[src/rtl/rom_mult_sequencer.sv]
// Sequencer in front of a lookup-table multiplier ROM: accept operands, pulse the ROM read, hold the product.
// Optional: define ROM_MULT_ZERO_BYPASS_EN to answer zero operands without reading the ROM.
module rom_mult_sequencer #(
  parameter int N = 8
) (
  input  logic           clk,
  input  logic           rst,
  input  logic           in_valid,
  output logic           in_ready,
  input  logic [N/2-1:0] op_a,
  input  logic [N/2-1:0] op_b,
  output logic [N-1:0]   rom_address,
  output logic           rom_ce,
  output logic           rom_read_en,
  input  logic [N-1:0]   rom_data,
  output logic           out_valid,
  input  logic           out_ready,
  output logic [N-1:0]   product
);

  typedef enum logic [1:0] {
    IDLE = 2'd0,
    READ = 2'd1,
    DONE = 2'd2
  } state_t;

  state_t         state_q, state_d;
  logic           in_ready_q, in_ready_d;
  logic [N-1:0]   addr_q, addr_d;
  logic           rom_en_q, rom_en_d;
  logic           out_valid_q, out_valid_d;
  logic [N-1:0]   product_q, product_d;

  always_ff @(posedge clk or posedge rst) begin
    if (rst) begin
      state_q     <= IDLE;
      in_ready_q  <= 1'b1;
      addr_q      <= '0;
      rom_en_q    <= 1'b0;
      out_valid_q <= 1'b0;
      product_q   <= '0;
    end else begin
      state_q     <= state_d;
      in_ready_q  <= in_ready_d;
      addr_q      <= addr_d;
      rom_en_q    <= rom_en_d;
      out_valid_q <= out_valid_d;
      product_q   <= product_d;
    end
  end

  always_comb begin
    state_d     = state_q;
    in_ready_d  = in_ready_q;
    addr_d      = addr_q;
    rom_en_d    = rom_en_q;
    out_valid_d = out_valid_q;
    product_d   = product_q;
    unique case (state_q)
      IDLE: begin
        if (in_valid && in_ready_q) begin
          addr_d     = {op_a, op_b};
          in_ready_d = 1'b0;
`ifdef ROM_MULT_ZERO_BYPASS_EN
          // A zero operand makes the product zero; skip the ROM entirely.
          if ((op_a == '0) || (op_b == '0)) begin
            product_d   = '0;
            out_valid_d = 1'b1;
            state_d     = DONE;
          end else begin
            rom_en_d = 1'b1;
            state_d  = READ;
          end
`else
          rom_en_d = 1'b1;
          state_d  = READ;
`endif
        end
      end
      READ: begin
        product_d   = rom_data;
        rom_en_d    = 1'b0;
        out_valid_d = 1'b1;
        state_d     = DONE;
      end
      DONE: begin
        if (out_valid_q && out_ready) begin
          out_valid_d = 1'b0;
          in_ready_d  = 1'b1;
          state_d     = IDLE;
        end
      end
      default: begin
        // Unreachable encoding: fall back to an idle, empty sequencer.
        rom_en_d    = 1'b0;
        out_valid_d = 1'b0;
        in_ready_d  = 1'b1;
        state_d     = IDLE;
      end
    endcase
  end

  assign in_ready    = in_ready_q;
  assign rom_address = addr_q;
  assign rom_ce      = rom_en_q;
  assign rom_read_en = rom_en_q;
  assign out_valid   = out_valid_q;
  assign product     = product_q;

endmodule

[config.mk]
export PLATFORM = sky130hd
export DESIGN_NAME = rom_mult_sequencer
export DESIGN_NICKNAME = d
export VERILOG_FILES = /design/src/rtl/rom_mult_sequencer.sv
export SDC_FILE = /design/constraint.sdc
export NUM_CORES = 1
export LEC_CHECK = 0
export CAP_MARGIN = 0
export CORE_MARGIN = 8
export CORE_UTILIZATION = 41
export DETAILED_ROUTE_END_ITERATION = 12
export PLACE_DENSITY = 0.8
export SLEW_MARGIN = 20
export SYNTH_ARGS = -nofsm -noshare
export SYNTH_HDL_FRONTEND = slang
export SYNTH_SLANG_ARGS = --single-unit
[constraint.sdc]
create_clock -name clk -period 3.3 [get_ports clk]
set_input_delay 0.66 -clock clk [delete_from_list [all_inputs] [get_ports clk]]
set_output_delay 0.66 -clock clk [all_outputs]
set_load 0.005 [all_outputs]
==> results.toml <==
[power_and_ir_drop]
switchingPower_mw = 0.0809
ir_drop_uv = 259
p_int_mw = 0.324
combPwrFrac_pct = 6.7
clockPowerShare_pct = 29.7
swShare_pct = 20.0
p_seq_share_pct = 63.6
p_leak_nw = 0.568
p_per_area_nw_per_um2 = 325

[cts]
clock-root-buffer = "clkbuf_4"
clk_path_buf_depth = 2
cts_hold_buf = 0
htreeDepth = 1
post-cts-setup-buffers = 0
cts_tree = "done"
cts.clk_slew.worst_paths_ps = 110
clk_latency_ps = 290
cts_buffers = 3
clock-sinks = 21
cts_resized = 0

[floorplan]
die_h_um = 60.5
rows = 16
io_pins = 40
initial_core_util_pct = 42.3
die_x_um = 60.5
dieArea_um2 = 3660
coreArea_um2 = 1920

[timing]
timing.fmax_mhz = 495
finClkSkew_ps = 1.07
setup_tns_ps = 0
post-route-period-util_pct = 61.3
min_period_ps = 2020
tightestPinTransition_ps = 758
slew_headroom_pct = 49.4
slew_viol_final = 0
setup_viol = 0
hold_viol = 0
rsz0062_at_grt = "no"

[global_routing]
grt_pass1_wl_um = 2820
antenna_found_initial = 0
gr-total-overflow = 0
grt_pass1_vias = 620
grt_max_degree = 22
grt_usage_pct = 10.3

[synthesis]
synth_cells = 53
synthDistinctLibCells = 15
yosysWarnings = 0
syn_avg_cell_area_um2 = 15.3
syn_nets = 73
syn_area_um2 = 812
ys_ff_latch = 21
seq_area_frac_synth_pct = 64.9

[routing]
ant_nets = 0
vias_per_cell = 4.50
wl_per_cell_um = 14.2
wirelength_um = 1720
post-route-drc-count = 0
drtPass1Iterations = 4
drt-initial-drc-count = 14
vias = 544

[cells_and_area]
area.sequential_um2 = 527
num_antenna_cells = 0
fillCellCount = 161
drive_above_1_share_pct = 24.5
syn_to_final_growth_pct = 53.6
layoutNonFillerInstCount = 121
fin_nets = 115
multi_input_area_um2 = 263

[run_status]
status = "finished clean"

[worst_setup_path]
critPathRequiredTime_ps = 2640
path_class = "register to output port"
end_kind = "output port"
critPathBufInv = 1
cp_top_family = "flip-flops"
slowest_stage = "dfstp_2"
path_max_fanout = 4
crit_arrival_ps = 1360
worstPathCellList = "clkdlybuf4s50_1"
cp-start-kind = "register"
cpPeakStageDelay_ps = 570

[placed_design]
dp_hpwl_um = 1360
io_buffers = 39
gp_congestion = 0.695
dp.cells = 117

[worst_hold_path]
hp-class = "register to register"

[flow_run]
maxCapViolations = 0
-- worst paths after layout --
path	startpoint	endpoint	slack (ps)	depth (start not counted)
worst max-delay path	in_ready	in_ready	1280	1
worst min-delay path	in_ready	in_ready	490	2
worst max register to register	state_q[0]	product[1]	1650	2
worst min register to register	in_ready	in_ready	490	2
max in group asynchronous	rst	product[0]	2040	2
min in group asynchronous	rst	rom_address[7]	780	2
-- state kept, by name (all words and copies together), names as in the netlist --
signal,count
product,8
rom_address,8
state_q,2
in_ready,1
out_valid,1
rom_ce,1
-- cell usage after synthesis --
| cell type | number | share of area [%] |
|---|---|---|
| nand2b_1 | 1 | 0.77 |
| o21ba_2 | 1 | 1.2 |
| a21o_2 | 1 | 1.1 |
| dfstp_2 | 1 | 3.2 |
| o21a_1 | 1 | 0.92 |
| o21ai_0 | 1 | 0.62 |
| nor2_1 | 1 | 0.46 |
| dfrtp_1 | 20 | 62 |
| mux2_2 | 16 | 22 |
| a21oi_1 | 3 | 1.8 |
| nor3_4 | 1 | 2.0 |
| nand2_1 | 1 | 0.46 |
| nor2b_1 | 1 | 0.77 |
| buf_4 | 2 | 1.8 |
| inv_1 | 2 | 0.92 |
-- metal layers --
layer / vias up / wire length (µm) / global-route usage (%) / part of all wire (%)
li1: 263 / - / - / -
met1: 262 / 687 / 11.3 / 40
met2: 19 / 851 / 16.2 / 49
met3: 0 / 184 / 5.30 / 11
met4: 0 / 0 / 4.98 / 0
met5: - / 0 / 0 / 0
-- cells in the final DEF, fill, tap and decap left out, drive strengths merged --
master	instances
a21o	1
a21oi	3
clkbuf	4
clkdlybuf4s50	39
dfrtp	20
dfstp	1
inv	2
mux2	16
nand2	1
nand2b	1
nor2	1
nor2b	1
nor3	1
o21a	1
o21ai	1
o21ba	1
-- power by group through the flow --
| stage | registers, mW | clock network [mW] | logic [mW] |
|---|---|---|---|
| CTS | 0.257 | 0.128 | 0.0279 |
| global placement | 0.262 | 0 | 0.0277 |
| detailed placement | 0.262 | 0 | 0.0277 |
| global route | 0.257 | 0.137 | 0.0304 |
| floorplan | 0.262 | 0 | 0.00429 |
| finish | 0.257 | 0.120 | 0.0272 |
-- metrics by stage --
step	hold WS, ps	utilization (%)	instance area (µm²)	worst slack [ps]	power [mW]
2_1_floorplan	465	-	812	1790	0.267
3_3_place_gp	462	63.5	1220	1210	0.290
3_5_place_dp	475	63.5	1220	1200	0.290
4_1_cts	491	64.9	1250	1250	0.413
5_1_grt	524	64.9	1250	1220	0.425
6_report	486	64.9	1250	1280	0.405
-- kinds of logic (layout without fill, tap and decap cells) --
| group | after synthesis | in the layout | share of synthesized area (%) |
|---|---|---|---|
| compound gates | 7 | 7 | 5.70 |
| mux | 16 | 16 | 22.2 |
| simple gates | 5 | 5 | 4.47 |
| buf+inv | 4 | 45 | 2.77 |
| flops | 21 | 21 | 64.9 |
-- final cells by class --
type | instances | share of cell area (%)
tap | 27 | 2.71
inverter | 2 | 0.602
timing repair buffer | 39 | 31.3
multi-input combinational | 28 | 21.1
clock buffer | 4 | 2.11
sequential | 21 | 42.2
(Power assumes the default switching activity.)
